<file path="config.mk">
export PLATFORM = sky130hd
export DESIGN_NAME = prng_driver
export DESIGN_NICKNAME = d
export VERILOG_FILES = /design/src/rtl/prng_driver.sv
export SDC_FILE = /design/constraint.sdc
export NUM_CORES = 1
export LEC_CHECK = 0
export CAP_MARGIN = 15
export CORE_ASPECT_RATIO = 1.1
export CORE_MARGIN = 2
export CORE_UTILIZATION = 40
export DETAILED_ROUTE_END_ITERATION = 10
export GPL_TIMING_DRIVEN = 0
export PLACE_DENSITY = 0.65
export SYNTH_ARGS = -nofsm -noshare
export SYNTH_HDL_FRONTEND = slang
export SYNTH_SLANG_ARGS = --single-unit
</file>
<file path="constraint.sdc">
create_clock -name clk -period 6.8 [get_ports clk]
set_clock_uncertainty 0.1 [all_clocks]
set_input_delay 1.36 -clock clk [delete_from_list [all_inputs] [get_ports clk]]
set_output_delay 1.36 -clock clk [all_outputs]
set_load 0.02 [all_outputs]
</file>
<file path="src/rtl/prng_driver.sv">
// prng_driver: sequences the prng seed/start/done four-phase handshake,
// chains each result back as the next seed, and buffers results in a
// small first-word-fall-through FIFO behind a valid/ready stream.
module prng_driver #(
    parameter logic [31:0] M_VAL     = 32'd2147483647,
    parameter logic [31:0] A_VAL     = 32'd16807,
    parameter logic [31:0] SEED_INIT = 32'd1,
    parameter int          DEPTH     = 4,
    parameter int          TIMEOUT   = 1024
) (
    input  logic        clk,
    input  logic        rst,
    input  logic [31:0] seed_in,
    input  logic        seed_load,
    input  logic [15:0] req_count,
    input  logic        req_go,
    output logic        busy,
    output logic        err,
    output logic [31:0] out_data,
    output logic        out_valid,
    input  logic        out_ready,
    output logic [31:0] prng_m,
    output logic [31:0] prng_a,
    output logic [31:0] prng_seed,
    output logic        prng_start,
    output logic        prng_cont,
    input  logic        prng_done,
    input  logic [31:0] prng_rand
);
    localparam int PW = (DEPTH > 1) ? $clog2(DEPTH) : 1;
    localparam int CW = $clog2(DEPTH + 1);
    localparam int WW = (TIMEOUT > 1) ? $clog2(TIMEOUT + 1) : 1;
    localparam logic [CW-1:0] DEPTH_C    = CW'(DEPTH);
    localparam logic [WW-1:0] TIMEOUT_M1 = WW'(TIMEOUT - 1);

    typedef enum logic [2:0] {S_IDLE, S_REQ, S_REL, S_WAIT, S_ERR} state_t;

    state_t        state_q, state_d;
    logic [31:0]   seed_q, seed_d;
    logic [15:0]   remaining_q, remaining_d;
    logic [WW-1:0] wd_q, wd_d;
    logic          start_q, start_d;
    logic          busy_q, busy_d;
    logic          err_q, err_d;
    logic [31:0]   mem_q [DEPTH];
    logic [31:0]   mem_d [DEPTH];
    logic [PW-1:0] wr_ptr_q, wr_ptr_d;
    logic [PW-1:0] rd_ptr_q, rd_ptr_d;
    logic [CW-1:0] count_q, count_d;
    logic          push, pop;

    // FIFO bookkeeping; the push only happens on the REL capture edge,
    // and REQ is only entered with a free slot, so it never overflows.
    always_comb begin
        pop      = (count_q != '0) && out_ready;
        push     = (state_q == S_REL) && !prng_done;
        mem_d    = mem_q;
        wr_ptr_d = wr_ptr_q;
        rd_ptr_d = rd_ptr_q;
        count_d  = count_q;
        if (push) begin
            mem_d[wr_ptr_q] = prng_rand;
            wr_ptr_d        = wr_ptr_q + 1'b1;
        end
        if (pop) begin
            rd_ptr_d = rd_ptr_q + 1'b1;
        end
        case ({push, pop})
            2'b10:   count_d = count_q + 1'b1;
            2'b01:   count_d = count_q - 1'b1;
            default: count_d = count_q;
        endcase
    end

    // Sequencer next state; the watchdog counts cycles spent in REQ/REL
    // and clears whenever one of those states is (re)entered.
    always_comb begin
        state_d     = state_q;
        seed_d      = seed_q;
        remaining_d = remaining_q;
        wd_d        = wd_q;
        err_d       = err_q;
        case (state_q)
            S_IDLE: begin
                if (seed_load) seed_d = seed_in;
                if (req_go && (req_count != 16'd0)) begin
                    remaining_d = req_count;
                    wd_d        = '0;
                    state_d     = (count_q == DEPTH_C) ? S_WAIT : S_REQ;
                end
            end
            S_REQ: begin
                if (prng_done) begin
                    state_d = S_REL;
                    wd_d    = '0;
                end else if (wd_q == TIMEOUT_M1) begin
                    state_d     = S_ERR;
                    err_d       = 1'b1;
                    remaining_d = '0;
                end else begin
                    wd_d = wd_q + 1'b1;
                end
            end
            S_REL: begin
                if (!prng_done) begin
                    seed_d      = prng_rand;
                    remaining_d = remaining_q - 1'b1;
                    if (remaining_q == 16'd1) begin
                        state_d = S_IDLE;
                    end else if (count_d == DEPTH_C) begin
                        state_d = S_WAIT;
                    end else begin
                        state_d = S_REQ;
                        wd_d    = '0;
                    end
                end else if (wd_q == TIMEOUT_M1) begin
                    state_d     = S_ERR;
                    err_d       = 1'b1;
                    remaining_d = '0;
                end else begin
                    wd_d = wd_q + 1'b1;
                end
            end
            S_WAIT: begin
                if (count_q != DEPTH_C) begin
                    state_d = S_REQ;
                    wd_d    = '0;
                end
            end
            S_ERR: begin
                if (seed_load) begin
                    seed_d  = seed_in;
                    err_d   = 1'b0;
                    state_d = S_IDLE;
                end
            end
            default: state_d = S_IDLE;
        endcase
        start_d = (state_d == S_REQ);
        busy_d  = (state_d == S_REQ) || (state_d == S_REL) || (state_d == S_WAIT);
    end

    // All state, including FIFO storage, resets asynchronously.
    always_ff @(posedge clk or negedge rst) begin
        if (!rst) begin
            state_q     <= S_IDLE;
            seed_q      <= SEED_INIT;
            remaining_q <= '0;
            wd_q        <= '0;
            start_q     <= 1'b0;
            busy_q      <= 1'b0;
            err_q       <= 1'b0;
            wr_ptr_q    <= '0;
            rd_ptr_q    <= '0;
            count_q     <= '0;
            for (int i = 0; i < DEPTH; i++) mem_q[i] <= '0;
        end else begin
            state_q     <= state_d;
            seed_q      <= seed_d;
            remaining_q <= remaining_d;
            wd_q        <= wd_d;
            start_q     <= start_d;
            busy_q      <= busy_d;
            err_q       <= err_d;
            wr_ptr_q    <= wr_ptr_d;
            rd_ptr_q    <= rd_ptr_d;
            count_q     <= count_d;
            mem_q       <= mem_d;
        end
    end

    assign out_valid  = (count_q != '0);
    assign out_data   = out_valid ? mem_q[rd_ptr_q] : 32'd0;
    assign busy       = busy_q;
    assign err        = err_q;
    assign prng_start = start_q;
    assign prng_seed  = seed_q;
    assign prng_m     = M_VAL;
    assign prng_a     = A_VAL;
    assign prng_cont  = 1'b0;

endmodule

</file>
* Word level (Yosys, flattened, before mapping)
Cells that the tools add are included.
** Word-level totals
- Bits of input ports :: 86
- Bits in registers :: 200
- Word-level logic and storage cells :: 106
- Output and inout port bits :: 133
** Cells by class
- Muxes and demuxes :: 39
- Bitwise logic cells :: 2
- Magnitude comparators :: 3
- $add $sub $neg :: 6
- Reductions and logical operators :: 19
- Equality and inequality tests :: 23
** Operator list (count)
- 2-to-1 mux 32 bit :: 6
- bitwise mux 128 bit :: 1
- 2-to-1 mux 11 bit :: 7
- binary-select mux 32 bit (select 2 bit) :: 1
- demux 32 bit (select 2 bit) :: 1
- 2-to-1 mux 16 bit :: 4
- one-hot mux 32 bit (2 select lines) :: 1
- one-hot mux 16 bit (3 select lines) :: 1
- one-hot mux 11 bit (4 select lines) :: 1
- 2-to-1 mux 3 bit :: 6
- == test 16 x 1 -> 1 bit, second input constant :: 1
- nonzero test 16 bit :: 1
- subtractor 16 x 1 -> 16 bit, second input constant :: 1
- one-hot mux 3 bit (5 select lines) :: 1
- == test 3 x 2 -> 1 bit, second input constant :: 4
- inequality test 2 bit, second input constant :: 6
- adder 11 x 1 -> 11 bit, second input constant :: 1
- == test 11 x 10 -> 1 bit, second input constant :: 1
- == test 3 bit, second input constant :: 3
- inequality test 3 bit, second input constant :: 3
- nonzero test 3 bit :: 3
- == test 3 x 1 -> 1 bit, second input constant :: 2
- >= comparator 3 bit, second input constant :: 2
- 2-to-1 mux 2 bit :: 3
- 21 further kinds :: 31

* Depth between registers and ports, before layout
- Depth after elaboration :: 12
- Gate-level depth with buffers :: 13
- Gate-level depth less buffers :: 10

* Least setup slack after synthesis
No wires, ideal clock.
- Path type :: input -> register
- Start :: in prng_done
- End :: reg busy_q (netlist: busy)
- Path slack :: 2.995 ns
- Required time :: 6.568 ns
- Path buffers :: 2
- Arrival time :: 3.574 ns
- Setup time :: 0.132 ns
- Stages :: 12
- Path through :: buf_2 nor4b_4 inv_2 clkbuf_1 ha_1 inv_1 fa_1 xnor2_1 xnor2_1 o21ai_0 and2_1 or3b_1
** On the way
- Longest elaborated chain between the ends :: 12
- Elaborated cells between the ends (all ways) :: 16
- Classes of those cells :: eq/ne (6); mux (6); reduce/logical (4)
** Ends and longest elaborated chain
- from (decl) :: line 27 : input logic prng_done,
- zero test 1 bit
- logical AND 1 bit :: line 56 : push = (state_q == S_REL) && !prng_done;
- == test 2 x 1 -> 1 bit or == test 2 bit (tied branches) :: line 68 : case ({push, pop})
- one-hot mux 3 bit (2 select lines) :: line 68
- == test 3 bit :: line 110 : end else if (count_d == DEPTH_C) begin
- 2-to-1 mux 2 bit :: line 110
- 2-to-1 mux 2 bit :: line 108 : if (remaining_q == 16'd1) begin
- 2-to-1 mux 3 bit :: line 105 : if (!prng_done) begin
- one-hot mux 3 bit (5 select lines) * :: line 83 : case (state_q)
- == test 3 x 1 -> 1 bit or == test 3 x 2 -> 1 bit (tied branches) :: line 140 : busy_d = (state_d == S_REQ) || (state_d == S_REL) || (state_d == S_WAIT);
- logical OR 1 bit :: line 140
- logical OR 1 bit * :: line 140
- named net busy_d :: line 43 : logic busy_q, busy_d;
- to (signal assigned) :: line 163 : busy_q <= busy_d;
- to (decl) :: line 43
Mark *: on every way through the listed nets, which the timed path passes. The rest lies on a longest branch.
A chain may end at the register's enable or synchronous reset.

* Worst setup path in the final report
- Start :: reg rd_ptr_q[0]
- End :: out out_data[12]
** On the way
- Longest elaborated chain between the ends :: 5
** Ends and longest elaborated chain
- from (decl) :: line 48 : logic [PW-1:0] rd_ptr_q, rd_ptr_d;
- from (signal assigned) :: line 166 : rd_ptr_q <= rd_ptr_d;
- NOT 2 -> 3 bit (not written as such) :: line 173 : assign out_data = out_valid ? mem_q[rd_ptr_q] : 32'd0;
- binary-select mux 32 bit (select 2 bit) :: line 173
- 2-to-1 mux 32 bit (not written as such) (2 in series) :: line 173
- 2-to-1 mux 32 bit :: line 173
- to (decl) :: line 19 : output logic [31:0] out_data,
Every way passes these cells. The select of a mux whose other input is x is not followed.

==> metrics.txt <==
RSZ-0062 raised after global routing no; Leak just under 6 nW; kind of critical path reg -> out; status finished clean; CTS tree yes; CP max FO 10; Req. time, crit path about 5.3 ns; final WL 25,330 µm; Post-synth EDFFs 0; Area growth syn-to-layout 27.98%; post-CTS sizing 0; Die H 172.2 µm; Initial Util around 40%; Hold Fails Final Rpt 0; DP HPWL roughly 17,000 µm; GP Congestion ~0.9; H-tree depth 4; Total GRT Usage about 19%; worst hold endpoint prng_seed[30]; Vias around 7,300; TNS Setup 0 ns; vias in the first global route ~7,200; Synth Area per Inst 11.96 µm²; Die ar. around 0.027 mm²; Synth Flop Type dfrtp_1; Die X-Extent 156.9 µm; area of the multi-input gates 0.004756 mm²; reg2reg setup slack 3.40 ns; Synth area leaders dfrtp_1, mux2_2, mux4_2; # IOs 219; Cells after Synth 860; Total Power 6.175 mW; Startpoint Class flip-flop; post-route ant nets 0; hold depth 2; Nets 1,190; TritonRoute pass-1 iters 5; hold crit path type reg -> reg; crit path time final roughly 4.3 ns; antenna violations before repair 1; largest net degree at the start of global routing ~110; Hold-fix buffers, CTS 0; reg2reg start state_q[1]; layout cells sized above 1 between 20% and 30%; port bufs about 150; Antenna Cells 0; CTS buffer count 17; Logic pwr share just under 50%; Setup Fix Bufs, Post-CTS 0; worst skew pair latency between 0.4 and 0.5 ns; DRC 0; pwr/cell area 469.1 mW/mm²; routed vias/inst 5.044; DRT iter0 DRCs ~430; register bit total from synthesis 200; sequential share of power 32.6%; global-route wire length before repair about 40,000 µm; CP max stage delay approximately 0.55 ns; clk buf depth 2; crit share post-route around 64%; FILL cells 2,282; worst vdd ir 0.0002530 V; R2R Path End wd_q[3]; Synth Warn # 0; Core Area about 0.025 mm²; final setup fails 0; Synth area leader dfrtp_1; Critical Path End Type output port; clock share of power between 10% and 20%; Post-Syn Area 0.01029 mm²; P_int between 3 and 4 mW; Relative slew margins between 20 and 25%; Post-synth top cells dfrtp_1, mux2_2, buf_4; Seq/Total Area, Yosys approximately 49%; WL/cell between 15 and 20 µm; Slew Viols, Final 0; CP max-delay cell clkdlybuf4s50_1; Net Switching between 2 and 2.5 mW; CTS Sinks 200; fraction of registers with async set/reset 100.0%; switching part of the total between 30% and 40%; most frequent cell after synthesis dfrtp_1; row count 61; register area about 0.005 mm²; clock slew at reported path FFs roughly 0.080 ns; Clock Tree Root clkbuf_16; slew at the pin closest to its max-slew limit roughly 1.2 ns; top-area cell type share of the netlist area slightly below 50%; critical path data arrival time around 2.9 ns; Max Cap Viol 0; R2R cell count 13; global route overflow 0; worst path cell trace clkbuf_1, buf_2, mux4_2, and2_1, clkdlybuf4s50_1; Hold Path Origin prng_seed[30]; Netlist cell types just under 60; fmax about 230 MHz
area by class of cell:
type | count | share of cell area [%]
sequential | 200 | 38.03
multi-input combinational | 590 | 36.13
inverter | 16 | 0.4562
timing repair buffer | 153 | 11.80
tap | 346 | 3.289
buffer | 117 | 5.323
clock buffer | 17 | 3.232
clock inverter | 14 | 1.739
cell usage in the layout, fill, tap and decap left out, types with 26 or more instances in the layout:
| cell type | count |
|---|---|
| a21oi_1 | 37 |
| and2_1 | 35 |
| buf_4 | 65 |
| clkdlybuf4s50_1 | 151 |
| conb_1 | 65 |
| dfrtp_1 | 199 |
| mux2_2 | 128 |
| mux2i_1 | 35 |
| mux4_2 | 32 |
| nand2_1 | 55 |
| nor2_1 | 26 |
| o21ai_0 | 46 |
critical path, delay by kind of cell, from the launching register on:
family / cells / cell delay [ns]
flops: 1 / 0.33
mux: 1 / 0.54
simple gates: 1 / 0.20
buf+inv: 3 / 1.38
power by group through the flow:
stage | Combinational (mW) | Clock [mW] | Sequential [mW]
4_1_cts | 3.09 | 1.14 | 2.01
6_report | 3.05 | 1.11 | 2.01
3_3_place_gp | 3.04 | 0 | 2.02
3_5_place_dp | 3.08 | 0 | 2.03
5_1_grt | 3.32 | 1.18 | 2.08
2_1_floorplan | 1.90 | 0 | 2.07
through the flow:
step	setup slack [ns]	cells	hold slack, ns	area, µm²	utilization (%)
2_1_floorplan	2.995	923	0.3717	10520	-
3_3_place_gp	-4.484	1421	0.3634	12480	49.39
3_5_place_dp	2.496	1422	0.3699	12510	49.52
4_1_cts	2.366	1453	0.3898	13160	52.11
5_1_grt	2.250	1453	0.4043	13160	52.11
6_report	2.467	1453	0.3826	13160	52.11
cells by family after synthesis:
group / Yosys count / synth area share [%]
flip-flops: 200 / 48.67
multiplexers: 195 / 24.43
AND/OR/NAND/NOR: 169 / 8.782
AO/OA/AOI/OAI: 145 / 8.892
buffers and inverters: 133 / 7.396
adder cells (fa/ha/maj): 9 / 1.168
XOR/XNOR: 7 / 0.5960
other: 2 / 0.07301
how the worst max path moves through the flow:
stage | startpoint | end | slack [ns] | depth (start not counted)
CTS | rd_ptr_q[0] | out_data[16] | 2.37 | 5
global placement | rst | prng_seed[17] | -4.48 | 1
floorplan | prng_done | busy | 2.99 | 12
detailed placement | prng_done | wd_q[3] | 2.50 | 13
finish | rd_ptr_q[0] | out_data[12] | 2.47 | 5
global route | rd_ptr_q[0] | out_data[7] | 2.25 | 5
registers in the layout (all words and copies together) (netlist names):
signal / cells
wr_ptr_q: 2
remaining_q: 16
wd_q: 11
prng_start: 1
prng_seed: 32
busy: 1
count_q: 3
state_q: 3
mem_q: 128
rd_ptr_q: 2
err: 1
layer usage:
| metal | up-vias | track usage, % | share of wire (%) | routed length (µm) |
|---|---|---|---|---|
| met1 | 3630 | 26.33 | 45 | 11450 |
| met5 | - | 0 | 0.051 | 13 |
| met4 | 2 | 4.826 | 0.95 | 240 |
| li1 | 3452 | - | - | - |
| met2 | 227 | 31.54 | 49 | 12330 |
| met3 | 18 | 3.885 | 5.1 | 1299 |
No activity file was read; power rests on OpenSTA's default activity.
